<file path="src/rtl/sram_ctrl_pkg.sv">
// Shared types and helpers for the asynchronous SRAM controller.
package sram_ctrl_pkg;

    typedef enum logic [2:0] {
        IDLE     = 3'd0,
        TURN     = 3'd1,
        RD       = 3'd2,
        WR_SETUP = 3'd3,
        WR_PULSE = 3'd4,
        WR_HOLD  = 3'd5
    } sram_ctrl_state_t;

    // Width of a down-counter that must hold the largest wait-state count.
    function automatic int unsigned cnt_width(input int unsigned rd_wait,
                                              input int unsigned wr_wait,
                                              input int unsigned turn_cycles);
        int unsigned m;
        m = rd_wait;
        if (wr_wait > m)     m = wr_wait;
        if (turn_cycles > m) m = turn_cycles;
        return $clog2(m) + 1;
    endfunction

endpackage

</file>
<file path="src/rtl/sram_ctrl_if.sv">
// Request/response port plus split SRAM pad signals of the SRAM controller.
interface sram_ctrl_if #(
    parameter int unsigned ADDR_WIDTH = 18,
    parameter int unsigned DATA_WIDTH = 16,
    parameter int unsigned BE_WIDTH   = DATA_WIDTH / 8
);
    logic                  req_valid;
    logic                  req_ready;
    logic                  req_we;
    logic [ADDR_WIDTH-1:0] req_addr;
    logic [DATA_WIDTH-1:0] req_wdata;
    logic [BE_WIDTH-1:0]   req_be;
    logic                  rd_valid;
    logic [DATA_WIDTH-1:0] rd_data;
    logic                  sram_ceb;
    logic                  sram_web;
    logic                  sram_oeb;
    logic [BE_WIDTH-1:0]   sram_beb;
    logic [ADDR_WIDTH-1:0] sram_addr;
    logic [DATA_WIDTH-1:0] sram_dout;
    logic                  sram_doe;
    logic [DATA_WIDTH-1:0] sram_din;

    modport master (
        output req_valid, req_we, req_addr, req_wdata, req_be,
        input  req_ready, rd_valid, rd_data
    );

    modport slave (
        input  req_valid, req_we, req_addr, req_wdata, req_be, sram_din,
        output req_ready, rd_valid, rd_data,
               sram_ceb, sram_web, sram_oeb, sram_beb, sram_addr, sram_dout, sram_doe
    );
endinterface

</file>
<file path="src/rtl/sram_ctrl.sv">
// Sequences single-outstanding requests into asynchronous SRAM read/write
// cycles with programmable wait states and read-to-write bus turnaround.
module sram_ctrl
    import sram_ctrl_pkg::*;
#(
    parameter int unsigned ADDR_WIDTH  = 18,
    parameter int unsigned DATA_WIDTH  = 16,
    parameter int unsigned BE_WIDTH    = DATA_WIDTH / 8,
    parameter int unsigned RD_WAIT     = 2,
    parameter int unsigned WR_WAIT     = 2,
    parameter int unsigned TURN_CYCLES = 1
) (
    input logic        clk,
    input logic        resetb,
    sram_ctrl_if.slave bus
);

    localparam int unsigned CNT_W = cnt_width(RD_WAIT, WR_WAIT, TURN_CYCLES);

    sram_ctrl_state_t      state_q,     state_d;
    logic [CNT_W-1:0]      cnt_q,       cnt_d;
    logic                  last_rd_q,   last_rd_d;
    logic [BE_WIDTH-1:0]   be_q,        be_d;
    logic [ADDR_WIDTH-1:0] addr_q,      addr_d;
    logic [DATA_WIDTH-1:0] dout_q,      dout_d;
    logic [DATA_WIDTH-1:0] rd_data_q,   rd_data_d;
    logic                  rd_valid_q,  rd_valid_d;
    logic                  ready_q,     ready_d;
    logic                  ceb_q,       ceb_d;
    logic                  web_q,       web_d;
    logic                  oeb_q,       oeb_d;
    logic                  doe_q,       doe_d;
    logic [BE_WIDTH-1:0]   beb_q,       beb_d;

    // Next state, latched request fields, and strobes decoded from the next state
    // so every pad signal comes straight from a flop.
    always_comb begin
        state_d    = state_q;
        cnt_d      = cnt_q;
        last_rd_d  = last_rd_q;
        be_d       = be_q;
        addr_d     = addr_q;
        dout_d     = dout_q;
        rd_data_d  = rd_data_q;
        rd_valid_d = 1'b0;

        case (state_q)
            IDLE: begin
                if (bus.req_valid) begin
                    addr_d = bus.req_addr;
                    be_d   = bus.req_be;
                    if (bus.req_we) begin
                        dout_d = bus.req_wdata;
                        if (last_rd_q && (TURN_CYCLES > 0)) begin
                            state_d = TURN;
                            cnt_d   = CNT_W'(TURN_CYCLES - 1);
                        end else begin
                            state_d = WR_SETUP;
                        end
                    end else begin
                        state_d = RD;
                        cnt_d   = CNT_W'(RD_WAIT - 1);
                    end
                end else begin
                    last_rd_d = 1'b0;
                end
            end
            TURN: begin
                if (cnt_q == '0) state_d = WR_SETUP;
                else             cnt_d   = cnt_q - CNT_W'(1);
            end
            RD: begin
                if (cnt_q == '0) begin
                    state_d    = IDLE;
                    rd_valid_d = 1'b1;
                    rd_data_d  = bus.sram_din;
                    last_rd_d  = 1'b1;
                end else begin
                    cnt_d = cnt_q - CNT_W'(1);
                end
            end
            WR_SETUP: begin
                state_d = WR_PULSE;
                cnt_d   = CNT_W'(WR_WAIT - 1);
            end
            WR_PULSE: begin
                if (cnt_q == '0) state_d = WR_HOLD;
                else             cnt_d   = cnt_q - CNT_W'(1);
            end
            WR_HOLD: begin
                state_d   = IDLE;
                last_rd_d = 1'b0;
            end
            default: state_d = IDLE;
        endcase

        ready_d = (state_d == IDLE);
        ceb_d   = !(state_d inside {RD, WR_SETUP, WR_PULSE, WR_HOLD});
        oeb_d   = (state_d != RD);
        web_d   = (state_d != WR_PULSE);
        doe_d   = (state_d inside {WR_SETUP, WR_PULSE, WR_HOLD});
        beb_d   = ceb_d ? '1 : ~be_d;
    end

    always_ff @(posedge clk or negedge resetb) begin
        if (!resetb) begin
            state_q    <= IDLE;
            cnt_q      <= '0;
            last_rd_q  <= 1'b0;
            be_q       <= '0;
            addr_q     <= '0;
            dout_q     <= '0;
            rd_data_q  <= '0;
            rd_valid_q <= 1'b0;
            ready_q    <= 1'b1;
            ceb_q      <= 1'b1;
            web_q      <= 1'b1;
            oeb_q      <= 1'b1;
            doe_q      <= 1'b0;
            beb_q      <= '1;
        end else begin
            state_q    <= state_d;
            cnt_q      <= cnt_d;
            last_rd_q  <= last_rd_d;
            be_q       <= be_d;
            addr_q     <= addr_d;
            dout_q     <= dout_d;
            rd_data_q  <= rd_data_d;
            rd_valid_q <= rd_valid_d;
            ready_q    <= ready_d;
            ceb_q      <= ceb_d;
            web_q      <= web_d;
            oeb_q      <= oeb_d;
            doe_q      <= doe_d;
            beb_q      <= beb_d;
        end
    end

    assign bus.req_ready = ready_q;
    assign bus.rd_valid  = rd_valid_q;
    assign bus.rd_data   = rd_data_q;
    assign bus.sram_ceb  = ceb_q;
    assign bus.sram_web  = web_q;
    assign bus.sram_oeb  = oeb_q;
    assign bus.sram_beb  = beb_q;
    assign bus.sram_addr = addr_q;
    assign bus.sram_dout = dout_q;
    assign bus.sram_doe  = doe_q;

endmodule

</file>
<file path="src/flat_wrapper.sv">
// flat-port wrapper written by rule: the top's interface ports become plain ports
module sram_ctrl_flat import sram_ctrl_pkg::*;
#(
    parameter int unsigned ADDR_WIDTH  = 18,
    parameter int unsigned DATA_WIDTH  = 16,
    parameter int unsigned BE_WIDTH    = DATA_WIDTH / 8,
    parameter int unsigned RD_WAIT     = 2,
    parameter int unsigned WR_WAIT     = 2,
    parameter int unsigned TURN_CYCLES = 1
)
  (clk, resetb, bus_req_valid, bus_req_we, bus_req_addr, bus_req_wdata, bus_req_be, bus_sram_din, bus_req_ready, bus_rd_valid, bus_rd_data, bus_sram_ceb, bus_sram_web, bus_sram_oeb, bus_sram_beb, bus_sram_addr, bus_sram_dout, bus_sram_doe);
  sram_ctrl_if #(.ADDR_WIDTH(ADDR_WIDTH), .DATA_WIDTH(DATA_WIDTH), .BE_WIDTH(BE_WIDTH)) bus_i ();
  input logic clk;
  input logic resetb;
  input wire logic [$bits(bus_i.req_valid)-1:0] bus_req_valid;
  input wire logic [$bits(bus_i.req_we)-1:0] bus_req_we;
  input wire logic [$bits(bus_i.req_addr)-1:0] bus_req_addr;
  input wire logic [$bits(bus_i.req_wdata)-1:0] bus_req_wdata;
  input wire logic [$bits(bus_i.req_be)-1:0] bus_req_be;
  input wire logic [$bits(bus_i.sram_din)-1:0] bus_sram_din;
  output wire logic [$bits(bus_i.req_ready)-1:0] bus_req_ready;
  output wire logic [$bits(bus_i.rd_valid)-1:0] bus_rd_valid;
  output wire logic [$bits(bus_i.rd_data)-1:0] bus_rd_data;
  output wire logic [$bits(bus_i.sram_ceb)-1:0] bus_sram_ceb;
  output wire logic [$bits(bus_i.sram_web)-1:0] bus_sram_web;
  output wire logic [$bits(bus_i.sram_oeb)-1:0] bus_sram_oeb;
  output wire logic [$bits(bus_i.sram_beb)-1:0] bus_sram_beb;
  output wire logic [$bits(bus_i.sram_addr)-1:0] bus_sram_addr;
  output wire logic [$bits(bus_i.sram_dout)-1:0] bus_sram_dout;
  output wire logic [$bits(bus_i.sram_doe)-1:0] bus_sram_doe;
  assign bus_i.req_valid = bus_req_valid;
  assign bus_i.req_we = bus_req_we;
  assign bus_i.req_addr = bus_req_addr;
  assign bus_i.req_wdata = bus_req_wdata;
  assign bus_i.req_be = bus_req_be;
  assign bus_i.sram_din = bus_sram_din;
  assign bus_req_ready = bus_i.req_ready;
  assign bus_rd_valid = bus_i.rd_valid;
  assign bus_rd_data = bus_i.rd_data;
  assign bus_sram_ceb = bus_i.sram_ceb;
  assign bus_sram_web = bus_i.sram_web;
  assign bus_sram_oeb = bus_i.sram_oeb;
  assign bus_sram_beb = bus_i.sram_beb;
  assign bus_sram_addr = bus_i.sram_addr;
  assign bus_sram_dout = bus_i.sram_dout;
  assign bus_sram_doe = bus_i.sram_doe;
  sram_ctrl #(.ADDR_WIDTH(ADDR_WIDTH), .DATA_WIDTH(DATA_WIDTH), .BE_WIDTH(BE_WIDTH), .RD_WAIT(RD_WAIT), .WR_WAIT(WR_WAIT), .TURN_CYCLES(TURN_CYCLES)) u_core (.clk(clk), .resetb(resetb), .bus(bus_i));
endmodule
</file>
<file path="config.mk">
export PLATFORM = sky130hd
export DESIGN_NAME = sram_ctrl_flat
export DESIGN_NICKNAME = d
export VERILOG_FILES = /design/src/rtl/sram_ctrl_pkg.sv /design/src/rtl/sram_ctrl_if.sv /design/src/rtl/sram_ctrl.sv /design/src/flat_wrapper.sv
export SDC_FILE = /design/constraint.sdc
export NUM_CORES = 1
export LEC_CHECK = 0
export ABC_AREA = 1
export BUFFER_PORTS_ARGS = -buffer_cell sky130_fd_sc_hd__buf_4
export CORE_MARGIN = 2
export CORE_UTILIZATION = 47
export DETAILED_ROUTE_END_ITERATION = 12
export PLACE_DENSITY = 0.81
export REMOVE_ABC_BUFFERS = 1
export SKIP_LAST_GASP = 1
export SLEW_MARGIN = 10
export SYNTH_ARGS = -nofsm -noshare
export SYNTH_HDL_FRONTEND = slang
export SYNTH_SLANG_ARGS = --single-unit
</file>
<file path="constraint.sdc">
create_clock -name clk -period 1.6 [get_ports clk]
set_clock_uncertainty 0.15 [all_clocks]
set_input_delay 0.48 -clock clk [delete_from_list [all_inputs] [get_ports clk]]
set_output_delay 0.48 -clock clk [all_outputs]
set_load 0.005 [all_outputs]
</file>
==> results.yml <==
global_route:
  grt_util_met2: 0.373
  grt_usage: 0.215
  antenna_found_initial: 0
  met1_usage: 0.257
  grt_overflow: 0
  grt_util_met3: 0.0545
  grt-busiest-layer: "met2"
  grt_pass1_vias: 2348
  grt_pass1_wl_um: 10400
  grt_max_degree: 30
routing:
  drt-vias-per-instance: 4.78
  drt_iter0_markers: 126
  routed_wl_um: 6400
  wl_per_cell_um: 12.7
  dr.pass1.iters: 4
  drc_errors: 0
  vias: 2398
  ant_nets: 0
sta:
  rsz0062_at_grt: "true"
  whs_ps: 182
  fmax_ghz: 0.629
  setup_violations: 0
  hold_viol_final: 0
  min_period_over_period: 0.994
  slew_headroom: 0.786
  tns_ps: 0
  layout_min_cycle_time_ps: 1590
  tightest_slew_ps: 320
  drv_slew: 0
worst_setup_path:
  crit_path_end: "bus_sram_oeb"
  worst_r2r_startpoint: "u_core.state_q[0]"
  path_cells: "buf_6"
  cp-end-kind: "primary output"
  worst_path_max_delay_cell: "dfstp_2"
  required_ps: 970
  path_buf_inv: 1
  crit_start: "u_core.bus.sram_oeb"
  critical_path_class: "register to primary output"
  start_kind: "register"
  arrival_ps: 960
  worst-r2r-setup-slack_ps: 70
  reg2reg_to: "u_core.bus.sram_beb[0]"
  path_delay_family: "flip-flops"
  crit_path_max_fanout: 1
  cpPeakStageDelay_ps: 540
  cp_num_cells: 1
  rr_worst_depth: 8
die:
  die_area_um2: 6280
  die_w_um: 79.2
  coreArea_um2: 5470
  rows: 27
  initial_core_util: 0.486
  io_pins: 114
  dieHeight_um: 79.2
final_layout:
  antennaDiodeCount: 0
  area_growth_pct: 45.4
  drive_gt1_frac: 0.370
  fin_nets: 482
synthesis:
  ys_ff_latch: 66
  yosysWarnings: 0
  synthDistinctLibCells: 20
  avgSynthCellArea_um2: 8.87
  netlist_area_um2: 2660
  synth_seq_area_share: 0.624
  syn-instance-count: 300
cts:
  numCtsBuffers: 9
  cts_root_buf: "clkbuf_8"
  clock_path_buffers: 2
  cts-htree-levels: 3
  clock_latency_ps: 340
  clk_pin_slew_ps: 80
  cts_tree: "done"
  clkSinkCount: 66
placement:
  gp_congestion: 0.783
  port_buffers: 113
  dpl.hpwl_um: 4750
flow_run:
  max_cap_violations: 0
power_and_ir_drop:
  leakage_nw: 2.16
  power_density_nw_per_um2: 1920
  total_power_w: 0.00744
  vdd_drop_max_mv: 0.883
run_status:
  status: "completed"
worst_hold_path:
  worstHoldPathType: "input pin to register"
  holdPathStages: 3
power by group:
group | switching (W) | internal [W]
clock network | 0.000639 | 0.000603
registers | 0.000454 | 0.00250
logic | 0.00163 | 0.00162
state kept, by name, summed over array words and instances, names as in the netlist, 2 cells and up:
| register | cells |
|---|---|
| u_core.be_q | 2 |
| u_core.bus.rd_data | 16 |
| u_core.bus.sram_addr | 18 |
| u_core.bus.sram_beb | 2 |
| u_core.bus.sram_dout | 16 |
| u_core.cnt_q | 2 |
| u_core.state_q | 3 |
logic make-up (layout without fill, tap and decap cells):
logic type      after synthesis  in the layout  share of synthesized area
simple gates                200            200                      0.307
fa+ha+maj                     1              1                    0.00470
flops                        66             66                      0.624
buf+inv                      25            155                     0.0480
compound gates                8              8                     0.0165
Yosys cell counts:
cell type / count / area (um^2)
nand3_2: 1 / 10.0
dfstp_2: 6 / 158
nand4_1: 3 / 18.8
nor3_4: 1 / 16.3
inv_2: 4 / 15.0
ha_1: 1 / 12.5
a21oi_1: 2 / 10.0
buf_6: 3 / 33.8
clkbuf_1: 3 / 11.3
dfrtp_1: 60 / 1500
a21oi_2: 1 / 8.76
nand3_1: 22 / 110
inv_1: 10 / 37.5
nand2_1: 168 / 631
nand2_2: 2 / 12.5
nor2_1: 2 / 7.51
nor2_4: 1 / 11.3
o21ai_0: 5 / 25.0
buf_2: 3 / 15.0
buf_4: 2 / 15.0
metal layers:
metal | part of all wire | vias up
li1 | - | 1177
met4 | 0.017 | 0
met2 | 0.53 | 64
met5 | 0 | -
met1 | 0.41 | 1142
met3 | 0.048 | 15
worst min-delay path by stage:
stage	startpoint	to	slack [ps]
finish	bus_req_addr[3]	u_core.bus.sram_addr[3]	180
global route	bus_req_addr[9]	u_core.bus.sram_addr[9]	170
CTS	bus_sram_din[9]	u_core.bus.rd_data[9]	170
detailed placement	resetb	u_core.bus.rd_data[3]	240
global placement	resetb	u_core.bus.rd_data[6]	240
floorplan	resetb	u_core.be_q[0]	30
through the flow:
stage	std cells	worst slack [ps]	area [um^2]	utilization
floorplan	289	-578	2580	-
global placement	485	-6.84	3640	0.666
detailed placement	485	-70.8	3640	0.666
CTS	502	-10.1	3850	0.704
global route	502	-29.1	3870	0.707
finish	502	9.89	3870	0.707
repair_timing:
action	CTS	global route
resized for setup	6	9
pin swaps	0	1
gates cloned	0	0
endpoints found under the hold margin	13	0
setup buffers	0	0
hold buffers	1	0
setup endpoints to repair	5	31
cell type report:
type                       count  area (um^2)
sequential                    66         1660
inverter                      14         55.1
clock buffer                  10          138
multi-input combinational    209          878
tap                           72         90.1
clock inverter                 6         41.3
timing repair buffer         125         1000
fill                         442         1610
placed cells by master, fill, tap and decap left out, types with 3 or more instances in the layout:
cell type	count
nand3_1	21
buf_12	3
inv_2	4
inv_1	9
dfstp_2	6
clkinvlp_4	3
clkbuf_8	10
o21ai_1	3
nand4_1	3
nand2_1	168
buf_6	7
buf_4	114
dfrtp_1	59
No activity file was read; power rests on OpenSTA's default activity.
